==> src/rtl/tx_fifo_ctrl_pkg.sv <==
// Shared constants and helpers for the UART transmit FIFO.
// Defaults match the standard 16-deep byte FIFO in front of the transmit engine.
package tx_fifo_ctrl_pkg;

    localparam int TXF_DEPTH_DEF = 16;
    localparam int TXF_AW        = $clog2(TXF_DEPTH_DEF);
    localparam int TXF_LW        = TXF_AW + 1;
    localparam int TXF_WIDTH     = 8;
    localparam int TXF_AFULL_DEF = 12;

    // A new error always beats a simultaneous clear.
    function automatic logic txfSticky(input logic flag, input logic clr, input logic set);
        return set | (flag & ~clr);
    endfunction

endpackage

==> src/rtl/tx_fifo_ram.sv <==
// Simple dual-port storage for the transmit FIFO.
// Its registered read port is the transmitter-facing data register.
module tx_fifo_ram #(
    parameter int DEPTH = 16,
    parameter int WIDTH = 8,
    localparam int AW   = $clog2(DEPTH)
) (
    input  logic             clk,
    input  logic             reset,
    input  logic             we,
    input  logic [AW-1:0]    waddr,
    input  logic [WIDTH-1:0] wdata,
    input  logic             re,
    input  logic [AW-1:0]    raddr,
    output logic [WIDTH-1:0] rdata
);

    logic [WIDTH-1:0] mem [DEPTH];
    logic [WIDTH-1:0] rdata_q;

    // Contents are deliberately never cleared so the array can map onto block RAM.
    always_ff @(posedge clk) begin
        if (we) begin
            mem[waddr] <= wdata;
        end
    end

    // Read-before-write: a pop and a write to the same slot return the old byte.
    always_ff @(posedge clk) begin
        if (reset) begin
            rdata_q <= '0;
        end else if (re) begin
            rdata_q <= mem[raddr];
        end
    end

    assign rdata = rdata_q;

endmodule

==> src/rtl/tx_fifo_ctrl.sv <==
// Transmit FIFO controller: pointers, occupancy, status flags and sticky errors.
// The head byte is presented one clock after each active-low pop strobe.
module tx_fifo_ctrl
    import tx_fifo_ctrl_pkg::*;
#(
    parameter int DEPTH     = TXF_DEPTH_DEF,
    parameter int WIDTH     = TXF_WIDTH,
    parameter int AFULL_LVL = TXF_AFULL_DEF,
    localparam int AW       = $clog2(DEPTH),
    localparam int LW       = AW + 1
) (
    input  logic             clk,
    input  logic             reset,
    input  logic             fifo_flush,
    input  logic             wr_en,
    input  logic [WIDTH-1:0] wr_data,
    input  logic             fifo_read_tx,
    input  logic             clr_err,
    output logic [WIDTH-1:0] tx_dout_reg,
    output logic             fifo_empty,
    output logic             fifo_full,
    output logic             almost_full,
    output logic [LW-1:0]    level,
    output logic             overflow,
    output logic             underflow
);

    logic [AW-1:0] wrPtr_q, wrPtr_d;
    logic [AW-1:0] rdPtr_q, rdPtr_d;
    logic [LW-1:0] level_q, level_d;
    logic          empty_q, empty_d;
    logic          full_q, full_d;
    logic          afull_q, afull_d;
    logic          ovf_q, ovf_d;
    logic          unf_q, unf_d;

    logic popReq;
    logic popOk;
    logic wrOk;
    logic ovfSet;
    logic unfSet;
    logic ramWe;
    logic ramRe;

    // A full FIFO still accepts a write when a pop frees the head slot in the same cycle.
    always_comb begin
        popReq = ~fifo_read_tx;
        popOk  = popReq & ~empty_q;
        wrOk   = wr_en & (~full_q | popOk);
        ovfSet = wr_en & full_q & ~popOk;
        unfSet = popReq & empty_q;
    end

    always_comb begin
        wrPtr_d = wrPtr_q;
        rdPtr_d = rdPtr_q;
        level_d = level_q;
        empty_d = empty_q;
        full_d  = full_q;
        afull_d = afull_q;
        ovf_d   = ovf_q;
        unf_d   = unf_q;
        if (fifo_flush) begin
            wrPtr_d = '0;
            rdPtr_d = '0;
            level_d = '0;
            empty_d = 1'b1;
            full_d  = 1'b0;
            afull_d = 1'b0;
            ovf_d   = 1'b0;
            unf_d   = 1'b0;
        end else begin
            if (wrOk) begin
                wrPtr_d = wrPtr_q + AW'(1);
            end
            if (popOk) begin
                rdPtr_d = rdPtr_q + AW'(1);
            end
            level_d = level_q + LW'(wrOk) - LW'(popOk);
            empty_d = (level_d == '0);
            full_d  = (level_d == LW'(DEPTH));
            afull_d = (level_d >= LW'(AFULL_LVL));
            ovf_d   = txfSticky(ovf_q, clr_err, ovfSet);
            unf_d   = txfSticky(unf_q, clr_err, unfSet);
        end
    end

    always_ff @(posedge clk) begin
        if (reset) begin
            wrPtr_q <= '0;
            rdPtr_q <= '0;
            level_q <= '0;
            empty_q <= 1'b1;
            full_q  <= 1'b0;
            afull_q <= 1'b0;
            ovf_q   <= 1'b0;
            unf_q   <= 1'b0;
        end else begin
            wrPtr_q <= wrPtr_d;
            rdPtr_q <= rdPtr_d;
            level_q <= level_d;
            empty_q <= empty_d;
            full_q  <= full_d;
            afull_q <= afull_d;
            ovf_q   <= ovf_d;
            unf_q   <= unf_d;
        end
    end

    // Flush leaves the data register holding; reset clears it inside the RAM.
    assign ramWe = wrOk & ~fifo_flush & ~reset;
    assign ramRe = popOk & ~fifo_flush & ~reset;

    tx_fifo_ram #(
        .DEPTH (DEPTH),
        .WIDTH (WIDTH)
    ) u_ram (
        .clk   (clk),
        .reset (reset),
        .we    (ramWe),
        .waddr (wrPtr_q),
        .wdata (wr_data),
        .re    (ramRe),
        .raddr (rdPtr_q),
        .rdata (tx_dout_reg)
    );

    assign fifo_empty  = empty_q;
    assign fifo_full   = full_q;
    assign almost_full = afull_q;
    assign level       = level_q;
    assign overflow    = ovf_q;
    assign underflow   = unf_q;

endmodule

==> config.mk <==
export PLATFORM = sky130hd
export DESIGN_NAME = tx_fifo_ctrl
export DESIGN_NICKNAME = d
export VERILOG_FILES = /design/src/rtl/tx_fifo_ctrl_pkg.sv /design/src/rtl/tx_fifo_ram.sv /design/src/rtl/tx_fifo_ctrl.sv
export SDC_FILE = /design/constraint.sdc
export NUM_CORES = 1
export LEC_CHECK = 0
export ABC_AREA = 1
export CORE_UTILIZATION = 35
export CTS_BUF_LIST = sky130_fd_sc_hd__clkbuf_4 sky130_fd_sc_hd__clkbuf_8 sky130_fd_sc_hd__clkbuf_16
export DETAILED_ROUTE_END_ITERATION = 6
export PLACE_DENSITY = 0.56
export SYNTH_ARGS = -nofsm -noshare
export SYNTH_HDL_FRONTEND = slang
export SYNTH_SLANG_ARGS = --single-unit
==> constraint.sdc <==
create_clock -name clk -period 5.3 [get_ports clk]
set_input_delay 0.53 -clock clk [delete_from_list [all_inputs] [get_ports clk]]
set_output_delay 0.53 -clock clk [all_outputs]
set_load 0.01 [all_outputs]
# Word-level counts from Yosys, hierarchy flattened
# Memory sizes are Yosys's and may differ from the RTL's. A register that Yosys moved wholly into a read port is not among the register bits.
# Cells that the tools add are included.
dict set report word_totals {
  mem_count 1
  rom_bits 0
  inputBits 14
  output_inout_bits 18
  latchBits 0
  reg_bits 18
  mem_bits_rw 128
}
dict set report classes {
  n_lt_le_gt_ge 1
  div_mod_pow 0
  n_eq_ne 1
  n_reduce_logical 2
  n_bitwise 21
  n_mux 2
  shifts 0
  addsub 4
  multipliers 0
}
# memory depth word_bits read_ports rd_ports_with_merged_regs wr line
set mem_list {}
lappend mem_list {u_ram.mem 16 8 1 1 1 tx_fifo_ram.sv:18} ;# logic [WIDTH-1:0] mem [DEPTH];
# cell n
set ops {}
lappend ops {{AND 1 bit} 11}
lappend ops {{adder 4 x 1 -> 4 bit, second input constant} 2}
lappend ops {{inverter 1 bit} 7}
lappend ops {{adder 5 x 1 -> 5 bit} 1}
lappend ops {{equality test 5 bit, second input constant} 1}
lappend ops {{>= comparator 5 x 4 -> 1 bit, second input constant} 1}
lappend ops {{zero test 5 bit} 1}
lappend ops {{subtractor 5 x 1 -> 5 bit} 1}
lappend ops {{bitwise OR 1 bit} 3}
lappend ops {{two-way mux 1 bit} 2}
lappend ops {{OR reduction 2 bit} 1}

# Longest topological paths before layout
# Gate-level depths: netlist of run 1.
dict set report depth {
  word_depth 8
  mapped_depth 15
}

# By module
# A second synthesis of run 1 with hierarchy kept.
dict set report hier_totals {
  hier_cells 613
  hier_area_um2 6486.2
}
# mod seq_area_each_um2 cells_per_inst area_each_um2 instances
set modules_own_cells {}
lappend modules_own_cells {tx_fifo_ram 4003.8 490 5577.8 1}
lappend modules_own_cells {tx_fifo_ctrl 360.3 123 908.4 1}

# Worst setup path after synthesis of run 1
# Ideal clock, no wire load.
dict set report synth_path {
  path_type {input-to-reg}
  startpoint {input port fifo_read_tx}
  endpoint {register empty_q (netlist: fifo_empty)}
  arrival_time_ns 2.202
  path_slack_ns 2.973
  t_required_ns 5.175
  n_path_buf 0
  path_stages 14
  cell_sequence {inv_2 > nand2_2 > nand2_1 > nand2_2 > ha_1 > inv_1 > ha_1 > inv_1 > fa_1 > o21ai_1 > and2_1 > nor2_1 > nor2_2 > a21oi_1}
}
dict set report synth_between {
  elab_chain_len 7
}
# element line
set synth_rtl {}
lappend synth_rtl {{from (decl)} tx_fifo_ctrl.sv:17} ;# input logic fifo_read_tx,
lappend synth_rtl {{inverter 1 bit *} tx_fifo_ctrl.sv:47} ;# popReq = ~fifo_read_tx;
lappend synth_rtl {{AND 1 bit *} tx_fifo_ctrl.sv:48} ;# popOk = popReq & ~empty_q;
lappend synth_rtl {{bitwise OR 1 bit} tx_fifo_ctrl.sv:49} ;# wrOk = wr_en & (~full_q | popOk);
lappend synth_rtl {{AND 1 bit} tx_fifo_ctrl.sv:49}
lappend synth_rtl {{adder 5 x 1 -> 5 bit} tx_fifo_ctrl.sv:79} ;# level_d = level_q + LW'(wrOk) - LW'(popOk);
lappend synth_rtl {{subtractor 5 x 1 -> 5 bit *} tx_fifo_ctrl.sv:79}
lappend synth_rtl {{zero test 5 bit *} tx_fifo_ctrl.sv:80} ;# empty_d = (level_d == '0);
lappend synth_rtl {{to (signal assigned)} tx_fifo_ctrl.sv:102} ;# empty_q <= empty_d;
lappend synth_rtl {{to (decl)} tx_fifo_ctrl.sv:31} ;# logic empty_q, empty_d;
# Mark *: on every way between the ends. The rest lies on a longest branch, timed or not.
# A chain may end at the register's enable or synchronous reset.

# Final worst setup path of run 1
dict set report layout_path {
  startpoint {input port reset}
  endpoint {memory u_ram.mem[13][7] (enable)}
}
dict set report layout_between {
  elab_chain_len 4
}
# element line
set layout_rtl {}
lappend layout_rtl {{from (decl)} tx_fifo_ctrl.sv:13} ;# input logic reset,
lappend layout_rtl {{inverter 1 bit} tx_fifo_ctrl.sv:111} ;# assign ramWe = wrOk & ~fifo_flush & ~reset;
lappend layout_rtl {{AND 1 bit} tx_fifo_ctrl.sv:111}
lappend layout_rtl {{two-way mux 1 bit} tx_fifo_ram.sv:23} ;# if (we) begin
lappend layout_rtl {{two-way mux 1 bit (implied by the code)} tx_fifo_ram.sv:24} ;# mem[waddr] <= wdata;
lappend layout_rtl {{to (decl)} tx_fifo_ram.sv:18}
# Every way passes these cells.

==> results of run 1 <==
==> critical path, stage by stage <==
cell             delay, ns
clkdlybuf4s50_1       0.46
nor2_4                0.32
inv_2                 0.21
nor2_1                0.25
inv_2                 0.13
nor3_1                0.87
==> metrics by stage <==
| step | std cells | cell area, um2 | worst slack (ns) |
|---|---|---|---|
| floorplan | 644 | 6600 | 2.97 |
| global placement | 880 | 7020 | 2.29 |
| detailed placement | 880 | 7020 | 2.14 |
| CTS | 912 | 7600 | 2.59 |
| global route | 912 | 7600 | 2.44 |
| finish | 912 | 7600 | 2.55 |
==> where the power goes <==
| part | switching (W) | total (W) | internal, W |
|---|---|---|---|
| Clock | 0.000453 | 0.00117 | 0.000713 |
| Sequential | 0.0000152 | 0.00135 | 0.00133 |
| Combinational | 0.000168 | 0.000262 | 0.0000938 |
| Total | 0.000637 | 0.00278 | 0.00214 |
==> logic make-up (layout without fill, tap and decap cells) <==
group           count (synthesis)  count (layout)  synth area share, %
buf+inv                       101             140                 7.13
fa+ha+maj                      11              11                 2.20
simple gates                  357             357                 22.8
xor+xnor                        3               3                0.398
flops                         154             154                 66.1
compound gates                 18              18                 1.37
==> cells in the mapped netlist (all sizes together) <==
library cell  instances
nand4                 1
o21ai                 8
and2                  1
xor2                  2
nand3                99
inv                  75
nor2                 24
ha                   10
nand2               223
edfxtp              128
a21oi                10
nor3                  9
fa                    1
xnor2                 1
clkbuf                3
dfxtp                26
buf                  23
==> layer usage <==
layer	global-route usage, %	vias up	share of wire (%)
li1	-	2167	-
met1	20.8	2197	43
met2	28.5	130	49
met3	4.89	36	5.5
met4	9.12	0	3.2
met5	0	-	0
==> worst min-delay path by stage <==
stage,endpoint,cells after the start,slack (ns),startpoint
finish,overflow,2,0.47,overflow
global route,u_ram.rdata[5],2,0.51,u_ram.rdata[5]
global placement,u_ram.rdata[7],2,0.47,u_ram.rdata[7]
CTS,overflow,2,0.47,overflow
detailed placement,overflow,2,0.46,overflow
floorplan,wrPtr_q[3],2,0.48,wrPtr_q[3]
==> flip-flops by register name, summed over array words and instances (netlist names), 4 cells and up <==
| name | count |
|---|---|
| wrPtr_q | 4 |
| level | 5 |
| rdPtr_q | 4 |
| u_ram.rdata | 8 |
| u_ram.mem | 128 |
==> cells in the final DEF (no fill, tap or decap), drive strengths merged <==
cell           count
nor2              24
nand3             99
inv               75
o21ai              8
ha                10
nand4              1
dfxtp             26
a21oi             10
buf                2
clkinv             5
nor3               9
clkinvlp           2
xor2               2
fa                 1
xnor2              1
clkdlybuf4s50     31
clkbuf            24
and2               1
edfxtp           128
bufinv             1
nand2            223
==> area by class of cell <==
type,count,share of cell area [%]
tap,229,3.77
timing repair buffer,33,4.28
clock inverter,8,0.905
sequential,154,57.4
multi-input combinational,389,23.2
inverter,75,3.70
clock buffer,24,6.70
==> impl_metrics.env, run 1 <==
export IMPL_die_h_um=139
export IMPL_ys_ff_latch=154
export IMPL_max_freq_mhz=363
export IMPL_drc_errors=0
export IMPL_grt_pass1_wl_mm=24.8
export IMPL_place_gp_congestion=0.854
export IMPL_syn_cell_area_mm2=0.00660
export IMPL_htreeDepth=4
export IMPL_synth_area_leaders="edfxtp_1, nand2_1, dfxtp_1, nand3_1, inv_1"
export IMPL_hp_class="reg2reg"
export IMPL_cts_tree="yes"
export IMPL_syn_nets=669
export IMPL_die_w_um=139
export IMPL_grt_setup_unrepaired="no"
export IMPL_grt_antenna_before_repair=0
export IMPL_numCtsBuffers=17
export IMPL_cts_resized_gates=0
export IMPL_cts_hold_buf=0
export IMPL_setup_viol=0
export IMPL_ys_types=25
export IMPL_grt_usage_pct=17.4
export IMPL_drv_cap=0
export IMPL_r2r_slack_ns=2.92
export IMPL_skew_ns=0.0113
export IMPL_synth_seq_area_share_pct=66.1
export IMPL_power_total_w=0.00278
export IMPL_whs_ns=0.475
export IMPL_fillCellCount=1751
export IMPL_grt_max_degree=67
export IMPL_fin_nets=695
export IMPL_wirelength_mm=15.9
export IMPL_post_drt_wl_per_cell_um=17.5
export IMPL_dp_hpwl_mm=10.2
export IMPL_critPathCaptureType="flop"
export IMPL_p_leak_nw=3.01
export IMPL_coreArea_mm2=0.0182
export IMPL_crit_type="in2reg"
export IMPL_slew_limit_headroom_pct=12.7
export IMPL_numPortBuffers=31
export IMPL_die_area_mm2=0.0194
export IMPL_start_util_pct=36.2
export IMPL_cts_buffer_depth=2
export IMPL_slew_viol_final=0
export IMPL_path_clk_slew_ns=0.06
export IMPL_ios=32
export IMPL_synth_top_cell_area_share_pct=58.2
export IMPL_ant_nets=0
export IMPL_r2r_start="fifo_empty"
export IMPL_cts_setup_buffers=0
export IMPL_yosysWarnings=0
export IMPL_yosys_area_top_type="edfxtp_1"
export IMPL_cp_required_ns=5.34
export IMPL_rr_worst_depth=15
export IMPL_diodes=0
export IMPL_fin_crit_sh_pct=51.9
export IMPL_tightest_slew_ns=1.30
export IMPL_drive_gt1_share_pct=7.17
export IMPL_viasPerCell=4.97
export IMPL_worst_skew_pair_late_latency_ns=0.43
export IMPL_critical_path_endpoint="u_ram.mem[13][7]"
export IMPL_grt_pass1_vias=4589
export IMPL_reg2reg_to="fifo_full"
export IMPL_cts_sinks=154
export IMPL_seq_area_mm2=0.00437
export IMPL_utilization_pct=41.7
export IMPL_avgSynthCellArea_um2=10.2
export IMPL_cts_root_buf="clkbuf_16"
export IMPL_status="finished clean"
export IMPL_start_kind="input pin"
export IMPL_multi_input_area_mm2=0.00176
export IMPL_irDropWorstVdd_v=0.000212
export IMPL_dr_pass1_iters=4
export IMPL_worstPathArrival_ns=2.79
export IMPL_synth_cells=644
export IMPL_drt_initial_drc_count=424
export IMPL_vias=4530
export IMPL_area_growth_synth_to_final_pct=15.2
export IMPL_finalHoldViolCount=0
export IMPL_power_density_mw_per_mm2=365
export IMPL_period_needed_ns=2.75
export IMPL_cp_max_fo=13
export IMPL_cp_startpoint="reset"
export IMPL_overflow=0
export IMPL_setup_tns_ns=0
export IMPL_rows=49
(Power assumes the default switching activity.)
==> run 2, diff against run 1 <==
==> constraint.sdc (replaced) <==
create_clock -name clk -period 2.77 [get_ports clk]
set_input_delay 0.277 -clock clk [delete_from_list [all_inputs] [get_ports clk]]
set_output_delay 0.277 -clock clk [all_outputs]
set_load 0.01 [all_outputs]
==> impl_metrics.env, run 2 (synthesis results as in run 1) <==
export IMPL_r2r_start="fifo_empty"
export IMPL_ios=32
export IMPL_die_w_um=139
export IMPL_dr_pass1_iters=4
export IMPL_place_gp_congestion=0.833
export IMPL_cp_max_fo=4
export IMPL_htreeDepth=4
export IMPL_drive_gt1_share_pct=9.53
export IMPL_grt_max_degree=57
export IMPL_hp_class="reg2reg"
export IMPL_setup_viol=0
export IMPL_fillCellCount=1730
export IMPL_cts_tree="yes"
export IMPL_setup_tns_ns=0
export IMPL_cts_root_buf="clkbuf_16"
export IMPL_fin_crit_sh_pct=79.9
export IMPL_die_area_mm2=0.0194
export IMPL_grt_antenna_before_repair=0
export IMPL_post_drt_wl_per_cell_um=16.3
export IMPL_layout_commonest_cell="nand2_1"
export IMPL_grt_usage_pct=16.6
export IMPL_dp_hpwl_mm=9.61
export IMPL_drt_initial_drc_count=302
export IMPL_ant_nets=0
export IMPL_worst_skew_pair_late_latency_ns=0.42
export IMPL_cp_required_ns=3.06
export IMPL_top_register="u_ram.mem"
export IMPL_design_area_mm2=0.00777
export IMPL_cts_resized_gates=0
export IMPL_grt_pass1_wl_mm=24.1
export IMPL_cts_hold_buf=0
export IMPL_period_needed_ns=2.21
export IMPL_slew_viol_final=0
export IMPL_crit_type="reg2reg"
export IMPL_cts_sinks=154
export IMPL_die_h_um=139
export IMPL_overflow=0
export IMPL_drv_cap=0
export IMPL_area_growth_synth_to_final_pct=17.7
export IMPL_irDropWorstVdd_v=0.000438
export IMPL_cts_buffer_depth=2
export IMPL_wirelength_mm=15.2
export IMPL_skew_ns=0.00603
export IMPL_r2r_slack_ns=0.56
export IMPL_path_clk_slew_ns=0.06
export IMPL_p_leak_nw=3.13
export IMPL_worstHoldStart="underflow"
export IMPL_start_util_pct=36.2
export IMPL_finalHoldViolCount=0
export IMPL_critPathCaptureType="flop"
export IMPL_start_kind="flop"
export IMPL_largest_reg_flops=128
export IMPL_cp_startpoint="fifo_empty"
export IMPL_cts_setup_buffers=0
export IMPL_drc_errors=0
export IMPL_numPortBuffers=31
export IMPL_worstPathArrival_ns=2.50
export IMPL_layout_common_cells="nand2_1, edfxtp_1, nand3_1"
export IMPL_grt_setup_unrepaired="no"
export IMPL_status="finished clean"
export IMPL_power_density_mw_per_mm2=686
export IMPL_max_freq_mhz=452
export IMPL_tightest_slew_ns=0.773
export IMPL_placed_area_mm2=0.00720
export IMPL_viasPerCell=4.80
export IMPL_diodes=0
export IMPL_fin_nets=715
export IMPL_numCtsBuffers=17
export IMPL_rows=49
export IMPL_coreArea_mm2=0.0182
export IMPL_vias=4474
export IMPL_whs_ns=0.470
export IMPL_utilization_pct=42.7
export IMPL_grt_pass1_vias=4463
export IMPL_slew_limit_headroom_pct=48.3
-- run 2: cell count changes in the layout (fill, tap and decap cells not counted) --
cell | previous run | this run
buf_12 | 0 | 2
buf_4 | 2 | 20
bufinv_16 | 1 | 2
clkbuf_8 | 5 | 2
clkinv_1 | 1 | 3
clkinv_2 | 4 | 5
clkinvlp_4 | 2 | 1
-- run 2: area by class of cell --
cell class | instances | area [um2] | area share, %
sequential | 154 | 4370 | 56.2
multi-input combinational | 389 | 1760 | 22.7
timing repair buffer | 53 | 500 | 6.44
clock buffer | 21 | 468 | 6.02
tap | 229 | 287 | 3.69
inverter | 75 | 282 | 3.62
clock inverter | 11 | 104 | 1.34
-- run 2: worst paths after layout --
| kind | end | cells after the start |
|---|---|---|
| hold reg to reg | underflow | 2 |
| setup reg to reg | fifo_empty | 13 |
| setup / recovery | fifo_empty | 13 |
| hold / removal | underflow | 2 |
-- run 2: routing by layer --
layer / vias to the layer above / part of all wire, % / GRT usage, %
met5: - / 0 / 0
met4: 0 / 1.5 / 5.20
met3: 20 / 5.6 / 3.99
met2: 112 / 47 / 27.1
met1: 2130 / 46 / 21.8
li1: 2212 / - / -
-- run 2: stage by stage --
step                power (W)  setup WS, ns  std cells
global placement      0.00312         0.213        900
global route          0.00554         0.355        932
CTS                   0.00538         0.539        932
detailed placement    0.00313         0.139        900
finish                0.00533         0.557        932
floorplan             0.00293         0.584        644
-- run 2: critical path, cell delays in order (launching register included) --
cell	delay (ns)
dfxtp_1	0.36
inv_2	0.04
nand2_2	0.08
inv_1	0.07
ha_1	0.29
inv_1	0.06
ha_1	0.16
inv_1	0.06
fa_1	0.41
o21ai_1	0.18
and2_1	0.14
nor2_1	0.04
nor2_2	0.13
a21oi_1	0.06
-- run 2: report_power, final --
part / leakage (nW) / switching [W] / internal [W]
sequential: 1.36 / 0.0000329 / 0.00255
combinational: 1.48 / 0.000303 / 0.000191
clock: 0.286 / 0.000880 / 0.00138
total: 3.13 / 0.00122 / 0.00411
==> run 3, diff against run 2 <==
==> constraint.sdc (replaced) <==
create_clock -name clk -period 2.3 [get_ports clk]
set_input_delay 0.23 -clock clk [delete_from_list [all_inputs] [get_ports clk]]
set_output_delay 0.23 -clock clk [all_outputs]
set_load 0.01 [all_outputs]
==> impl_metrics.env, run 3 (synthesis results as in run 1) <==
export IMPL_status="finished clean"
export IMPL_layout_common_cells="nand2_1, edfxtp_1, nand3_1"
export IMPL_grt_antenna_before_repair=0
export IMPL_coreArea_mm2=0.0182
export IMPL_die_h_um=139
export IMPL_irDropWorstVdd_v=0.000475
export IMPL_ios=32
export IMPL_cts_buffer_depth=2
export IMPL_period_needed_ns=2.19
export IMPL_utilization_pct=43.3
export IMPL_setup_viol=0
export IMPL_r2r_start="fifo_empty"
export IMPL_fin_nets=721
export IMPL_drc_errors=0
export IMPL_dp_cells=906
export IMPL_viasPerCell=4.79
export IMPL_die_w_um=139
export IMPL_preCtsSetupSlack_ns=-0.279
export IMPL_top_register="u_ram.mem"
export IMPL_grt_pass1_vias=4280
export IMPL_worst_skew_pair_late_latency_ns=0.42
export IMPL_crit_slowest_cell="fa_2"
export IMPL_cp_max_fo=4
export IMPL_die_area_mm2=0.0194
export IMPL_slew_limit_headroom_pct=49.5
export IMPL_htreeDepth=4
export IMPL_fillCellCount=1706
export IMPL_whs_ns=0.458
export IMPL_skew_ns=0.00827
export IMPL_cp_cell_sequence="inv_2, nand2_2, nand2_2, nand2_4, ha_4, inv_2, ha_2, inv_1, fa_2, buf_4, xnor2_1, nor2_1, nand2_1, a21oi_1"
export IMPL_cts_sinks=154
export IMPL_dr_pass1_iters=4
export IMPL_power_density_mw_per_mm2=852
export IMPL_grt_max_degree=67
export IMPL_area_growth_synth_to_final_pct=19.6
export IMPL_power_total_w=0.00673
export IMPL_diodes=0
export IMPL_layout_commonest_cell="nand2_1"
export IMPL_drt_initial_drc_count=358
export IMPL_numCtsBuffers=17
export IMPL_critical_path_max_stage_delay_ns=0.38
export IMPL_vias=4487
export IMPL_post_drt_wl_per_cell_um=16.4
export IMPL_place_gp_congestion=0.841
export IMPL_fin_crit_sh_pct=95.2
export IMPL_ant_nets=0
export IMPL_numPortBuffers=31
export IMPL_tightest_slew_ns=0.755
export IMPL_max_freq_mhz=457
export IMPL_path_clk_slew_ns=0.06
export IMPL_dp_hpwl_mm=9.71
export IMPL_drive_gt1_share_pct=11.3
export IMPL_cp_startpoint="fifo_empty"
export IMPL_grt_pass1_wl_mm=23.8
export IMPL_grt_usage_pct=16.7
export IMPL_wirelength_mm=15.4
export IMPL_crit_type="reg2reg"
export IMPL_slew_viol_final=0
export IMPL_cts_root_buf="clkbuf_16"
export IMPL_start_util_pct=36.2
export IMPL_finalHoldViolCount=0
export IMPL_critPathCaptureType="flop"
export IMPL_cts_hold_buf=0
export IMPL_cts_tree="yes"
export IMPL_drv_cap=0
export IMPL_worstHoldStart="clr_err"
export IMPL_worstPathArrival_ns=2.54
export IMPL_cp_required_ns=2.65
export IMPL_overflow=0
export IMPL_rows=49
export IMPL_p_leak_nw=3.17
export IMPL_largest_reg_flops=128
export IMPL_setup_slack_ns=0.110
export IMPL_start_kind="flop"
export IMPL_hp_class="in2reg"
export IMPL_fin_cells=937
[run 3: cell count changes in the layout (fill, tap and decap cells not counted), sizes merged]
| cell | before | now |
|---|---|---|
| clkinv | 8 | 4 |
| buf | 22 | 28 |
| bufinv | 2 | 5 |
[run 3: where the power goes]
part | switching, W | internal (W) | total, W
clock | 0.00103 | 0.00195 | 0.00298
combinational | 0.000392 | 0.000250 | 0.000642
sequential | 0.0000326 | 0.00307 | 0.00310
total | 0.00145 | 0.00527 | 0.00673
[run 3: timing repair]
item                       4_1_cts  5_1_grt
buffers inserted                 0        0
setup endpoints to repair        0        3
gates resized for setup          0        9
[run 3: layer usage]
metal	GRT usage, %	wire length [um]
met2	27.2	7530
met4	5.09	209
met3	4.03	788
met1	22.1	6880
met5	0	0
[run 3: stage by stage]
step / cell area (um2) / TNS (ns)
6_report: 7890 / 0
5_1_grt: 7890 / -0.0241
4_1_cts: 7860 / 0
3_5_place_dp: 7230 / -0.991
3_3_place_gp: 7230 / -0.561
2_1_floorplan: 6600 / 0
[run 3: area by class of cell]
type                    count  area, um2  share of cell area [%]
clock buffers              21        455                    5.77
clock inverters            10        174                    2.20
inverters                  75        282                    3.57
multi-input cells         389       1800                    22.7
flip-flops and latches    154       4370                    55.3
well taps                 229        287                    3.63
repair buffers             59        533                    6.75
[run 3: final timing paths]
check	slack, ns	end	cells after the start
max	0.11	fifo_empty	14
min	0.46	underflow	4
max reg2reg	0.11	fifo_empty	14
min reg2reg	0.46	underflow	2
[run 3: critical path: cells and delay by family (launching register included)]
| family | cells | cell delay, ns |
|---|---|---|
| compound gates | 1 | 0.14 |
| flops | 1 | 0.34 |
| xor+xnor | 1 | 0.14 |
| buf+inv | 4 | 0.30 |
| simple gates | 5 | 0.46 |
| fa+ha+maj | 3 | 0.75 |
